===== config.mk =====
export PLATFORM = sky130hd
export DESIGN_NAME = uart_tx_fifo
export DESIGN_NICKNAME = d
export VERILOG_FILES = /design/src/rtl/uart_tx_fifo.sv
export SDC_FILE = /design/constraint.sdc
export NUM_CORES = 1
export LEC_CHECK = 0
export ABC_AREA = 1
export BUFFER_PORTS_ARGS = -buffer_cell sky130_fd_sc_hd__buf_2
export CAP_MARGIN = 20
export CORE_ASPECT_RATIO = 1.75
export CORE_MARGIN = 10
export CORE_UTILIZATION = 30
export DETAILED_ROUTE_END_ITERATION = 16
export SLEW_MARGIN = 15
export SYNTH_ARGS = -nofsm -noshare
export SYNTH_HDL_FRONTEND = slang
export SYNTH_SLANG_ARGS = --single-unit

===== constraint.sdc =====
create_clock -name clk -period 4.7 [get_ports clk]
set_clock_uncertainty 0.2 [all_clocks]
set_input_delay 0.235 -clock clk [delete_from_list [all_inputs] [get_ports clk]]
set_output_delay 0.235 -clock clk [all_outputs]
set_load 0.05 [all_outputs]

===== src/rtl/uart_tx_fifo.sv =====
// UART transmitter fed by a small transmit FIFO.
// Frames are start, LSB-first data, optional parity and stop bits, each lasting one tx_clk_en interval.
module uart_tx_fifo #(
    parameter int unsigned DATA_BITS   = 8,
    parameter int unsigned PARITY_MODE = 1,
    parameter int unsigned STOP_BITS   = 1,
    parameter int unsigned FIFO_DEPTH  = 4
) (
    input  logic                                clk,
    input  logic                                rst,
    input  logic [DATA_BITS-1:0]                tx_data,
    input  logic                                write_enable,
    input  logic                                tx_clk_en,
    input  logic                                state_clear,
    output logic                                tx,
    output logic                                busy,
    output logic                                full,
    output logic                                empty,
    output logic [$clog2(FIFO_DEPTH+1)-1:0]     count,
    output logic                                overflow
);

    localparam int unsigned PTR_W = (FIFO_DEPTH > 1) ? $clog2(FIFO_DEPTH) : 1;
    localparam int unsigned CNT_W = $clog2(FIFO_DEPTH + 1);
    localparam int unsigned BIT_W = $clog2(DATA_BITS);

    typedef enum logic [2:0] {
        IDLE,
        START,
        DATA,
        PARITY,
        STOP
    } state_t;

    state_t                 state, state_n;
    logic [DATA_BITS-1:0]   mem [FIFO_DEPTH];
    logic [DATA_BITS-1:0]   shreg, shreg_n;
    logic [BIT_W-1:0]       bit_cnt, bit_cnt_n;
    logic                   stop_cnt, stop_cnt_n;
    logic                   par, par_n;
    logic [PTR_W-1:0]       wr_ptr, wr_ptr_n, rd_ptr, rd_ptr_n;
    logic [CNT_W-1:0]       count_n;
    logic                   tx_n, busy_n, full_n, empty_n, overflow_n;
    logic [DATA_BITS-1:0]   head_c;
    logic                   frame_end_c, pop_c, push_c, drop_c;

    // FIFO storage; pointers carry the reset, so the array needs none
    always_ff @(posedge clk) begin
        if (push_c) begin
            mem[wr_ptr] <= tx_data;
        end
    end

    always_ff @(posedge clk) begin
        if (rst) begin
            state    <= IDLE;
            shreg    <= '0;
            bit_cnt  <= '0;
            stop_cnt <= 1'b0;
            par      <= 1'b0;
            wr_ptr   <= '0;
            rd_ptr   <= '0;
            count    <= '0;
            tx       <= 1'b1;
            busy     <= 1'b0;
            full     <= 1'b0;
            empty    <= 1'b1;
            overflow <= 1'b0;
        end else begin
            state    <= state_n;
            shreg    <= shreg_n;
            bit_cnt  <= bit_cnt_n;
            stop_cnt <= stop_cnt_n;
            par      <= par_n;
            wr_ptr   <= wr_ptr_n;
            rd_ptr   <= rd_ptr_n;
            count    <= count_n;
            tx       <= tx_n;
            busy     <= busy_n;
            full     <= full_n;
            empty    <= empty_n;
            overflow <= overflow_n;
        end
    end

    always_comb begin
        state_n    = state;
        shreg_n    = shreg;
        bit_cnt_n  = bit_cnt;
        stop_cnt_n = stop_cnt;
        par_n      = par;
        wr_ptr_n   = wr_ptr;
        rd_ptr_n   = rd_ptr;
        count_n    = count;
        tx_n       = tx;
        overflow_n = overflow;

        head_c      = mem[rd_ptr];
        frame_end_c = (state == STOP) && (stop_cnt == 1'(STOP_BITS - 1));
        // A pop only happens when a new frame can start on this tick
        pop_c  = tx_clk_en && !empty && ((state == IDLE) || frame_end_c);
        push_c = write_enable && (!full || pop_c);
        drop_c = write_enable && full && !pop_c;

        if (tx_clk_en) begin
            case (state)
                IDLE: begin
                    tx_n = 1'b1;
                end
                START: begin
                    state_n   = DATA;
                    tx_n      = shreg[0];
                    shreg_n   = shreg >> 1;
                    bit_cnt_n = '0;
                end
                DATA: begin
                    if (bit_cnt == BIT_W'(DATA_BITS - 1)) begin
                        if (PARITY_MODE != 0) begin
                            state_n = PARITY;
                            tx_n    = par;
                        end else begin
                            state_n    = STOP;
                            tx_n       = 1'b1;
                            stop_cnt_n = 1'b0;
                        end
                    end else begin
                        bit_cnt_n = bit_cnt + BIT_W'(1);
                        tx_n      = shreg[0];
                        shreg_n   = shreg >> 1;
                    end
                end
                PARITY: begin
                    state_n    = STOP;
                    tx_n       = 1'b1;
                    stop_cnt_n = 1'b0;
                end
                STOP: begin
                    if (frame_end_c) begin
                        state_n = IDLE;
                        tx_n    = 1'b1;
                    end else begin
                        stop_cnt_n = stop_cnt + 1'b1;
                    end
                end
                default: begin
                    state_n = IDLE;
                    tx_n    = 1'b1;
                end
            endcase

            // Load the next word; overrides the IDLE/STOP defaults above
            if (pop_c) begin
                state_n = START;
                tx_n    = 1'b0;
                shreg_n = head_c;
                par_n   = (^head_c) ^ 1'(PARITY_MODE == 2);
            end
        end

        if (pop_c) begin
            rd_ptr_n = rd_ptr + PTR_W'(1);
        end
        if (push_c) begin
            wr_ptr_n = wr_ptr + PTR_W'(1);
        end

        case ({push_c, pop_c})
            2'b10:   count_n = count + CNT_W'(1);
            2'b01:   count_n = count - CNT_W'(1);
            default: count_n = count;
        endcase

        full_n  = (count_n == CNT_W'(FIFO_DEPTH));
        empty_n = (count_n == '0);
        busy_n  = (state_n != IDLE) || (count_n != '0);

        if (drop_c) begin
            overflow_n = 1'b1;
        end else if (state_clear) begin
            overflow_n = 1'b0;
        end
    end

endmodule


==> flow_summary.toml <==
[setup_path]
r2r_setup_slack_ns = 1.94
rr_startpoint = "state[1]"
r2r-end = "busy"
critPathKind = "flop to flop"
startpoint = "state[1]"
crit_arrival_ns = 2.77
ff2ff_path_depth = 13
cp_max_fo = 18
startpoint_type = "flop"
cp-end-kind = "flop"
required_ns = 4.71

[global_route]
grt_pass1_wl_um = 9470
grt_pass1_vias = 2164
grt_antenna_before_repair = 0
grt_max_degree = 22
grtUsageTotal = 0.0858
grt_overflow = 0

[layout]
mostFrequentLayoutCell = "nand2_1"
final_nets = 395
layout_common_cells = "nand2_1, edfxtp_1, dfxtp_1, nand3_1, buf_2"
diodes = 0
syn_to_final_growth_pct = 20.1
drive_gt1_frac = 0.119

[die]
die_w_um = 93.9
coreArea_um2 = 9410
start_util = 0.305
ios = 21
die_h_um = 149
rows = 47
dieArea_um2 = 14000

[clock_tree]
h-tree-depth = 3
numCtsBuffers = 9
numClockSinks = 62
max-clock-path-buffers = 2
ctsResizeCount = 0
tritoncts = "done"
cts-root-buf = "clkbuf_16"
clk-insertion-delay-late_ns = 0.33
path_clk_slew_ns = 0.05

[route]
ant_nets = 0
drtPass1Iterations = 4
wirelength_um = 5600
viasPerCell = 4.51
drt-wirelength-per-cell_um = 11.2
via_count = 2256
drt_iter0_drc = 78
remaining_drc_errors = 0

[logic_synthesis]
syn_inst = 343
syn-num-nets = 364
yosys.area.top_type = "edfxtp_1"
syn_area_per_cell_um2 = 8.36
synth.distinct_cells = 29
synth_top_area_share = 0.335
ys_ff_latch = 62
seq_area_frac_synth = 0.545
yosys-top-cells-area = "edfxtp_1, dfxtp_1, nand2_1, nand3_1, a21oi_1"
synth_warnings = 0
synthesis.area_um2 = 2870

[power_and_ir_drop]
ir_drop_mv = 0.253
powerDensity_nw_per_um2 = 503
power_leakage_nw = 1.49

[placement]
pre_cts_ws_ns = 1.93
io_buffer_count = 20
place.gp.congestion = 0.741
place_hpwl_um = 4320

[sta]
fmax_ghz = 0.362
final_hold_viol_count = 0
layout_setup_ws_ns = 1.94
period_needed_ns = 2.76
setup_viol = 0
drv_slew = 0
rsz0062_at_grt = "false"
tns_ns = 0
tightest_slew_ns = 0.811
fin_crit_sh = 0.587
relSlewSlack = 0.457

[worst_hold_path]
hp-start = "write_enable"
hold_depth = 3
hold_end = "overflow"
min_path_type = "input pin to flop"

[run]
max_cap_violations = 0

[outcome]
status = "complete, no violations"
routing by layer:
layer  vias up  GRT usage  wire length (um)
met4         0     0.0534               129
li1       1173          -                 -
met1      1048     0.0787              2120
met5         -          0                 0
met2        27      0.161              3210
met3         8     0.0207               146
state kept, by name, summed over array words and instances, names as in the netlist, 2 cells and up, named ones only:
| signal | cells |
|---|---|
| bit_cnt | 3 |
| shreg | 8 |
| wr_ptr | 2 |
| rd_ptr | 2 |
| state | 3 |
| mem | 32 |
| count | 3 |
power by group:
part / total, mW / switching, mW / leakage, nW / internal, mW
registers: 0.674 / 0.0432 / 0.538 / 0.631
clock network: 0.627 / 0.213 / 0.147 / 0.414
logic: 0.430 / 0.301 / 0.804 / 0.130
total: 1.73 / 0.557 / 1.49 / 1.17
worst max path at each step:
stage | slack, ns | end | cells past startpoint
after global routing | 1.68 | busy | 13
after global placement | 1.97 | busy | 13
after floorplan | 2.14 | busy | 11
final | 1.94 | busy | 13
after CTS | 1.92 | busy | 13
after detailed placement | 1.93 | busy | 13
what timing repair did:
action / in CTS / in global routing
endpoints found under the setup margin: 0 / 0
hold buffers: 9 / 0
endpoints found under the hold margin: 33 / 0
buffers inserted: 0 / 0
synthesized netlist by cell type, drive strengths merged:
library cell,number
clkbuf,2
nor3,2
nand4,1
nand2,154
mux2i,1
o211a,1
edfxtp,32
nand3b,1
ha,7
nor3b,1
xnor2,1
a31oi,1
xor2,2
o21ai,15
nor2,16
dfxtp,30
nand3,26
fa,1
buf,7
inv,23
a21oi,19
per-stage QoR:
stage               instance area, um2  hold WS [ns]   util  instances  total power [mW]
CTS                               3440        0.0225  0.366        500              1.75
floorplan                         2870         0.116      -        343              1.03
detailed placement                3060         0.250  0.325        476              1.11
global placement                  3060         0.244  0.325        476              1.10
finish                            3440        0.0230  0.366        500              1.73
global route                      3440        0.0368  0.366        500              1.85
cells by family (layout without fill, tap and decap cells):
kind of cell    Yosys count  count (layout)  synth area share
simple gates            201             201             0.285
fa+ha+maj                 8               8            0.0375
xor+xnor                  3               3           0.00917
flops                    62              62             0.545
buf+inv                  32              67            0.0537
mux                       1               1           0.00349
compound gates           36              36            0.0663
area by class of cell:
| class | count | area, um2 |
|---|---|---|
| clock buffer | 13 | 282 |
| clock inverter | 2 | 13.8 |
| fill | 973 | 5970 |
| inverter | 23 | 91.3 |
| multi-input combinational | 249 | 1150 |
| sequential | 62 | 1560 |
| tap | 122 | 153 |
| timing repair buffer | 29 | 190 |
worst max-delay path, stage by stage (launching register included):
cell and delay (ns):
dfxtp_1 0.34, inv_1 0.10, nand2_1 0.07, nor3_2 0.12
nand2_2 0.24, nand2_1 0.15, nand2_2 0.11, ha_1 0.24
fa_1 0.38, a21oi_1 0.12, o21ai_0 0.11, xor2_1 0.16
o21ai_0 0.21, nand3b_1 0.09
Note: power is estimated with default switching activity, not from simulation.
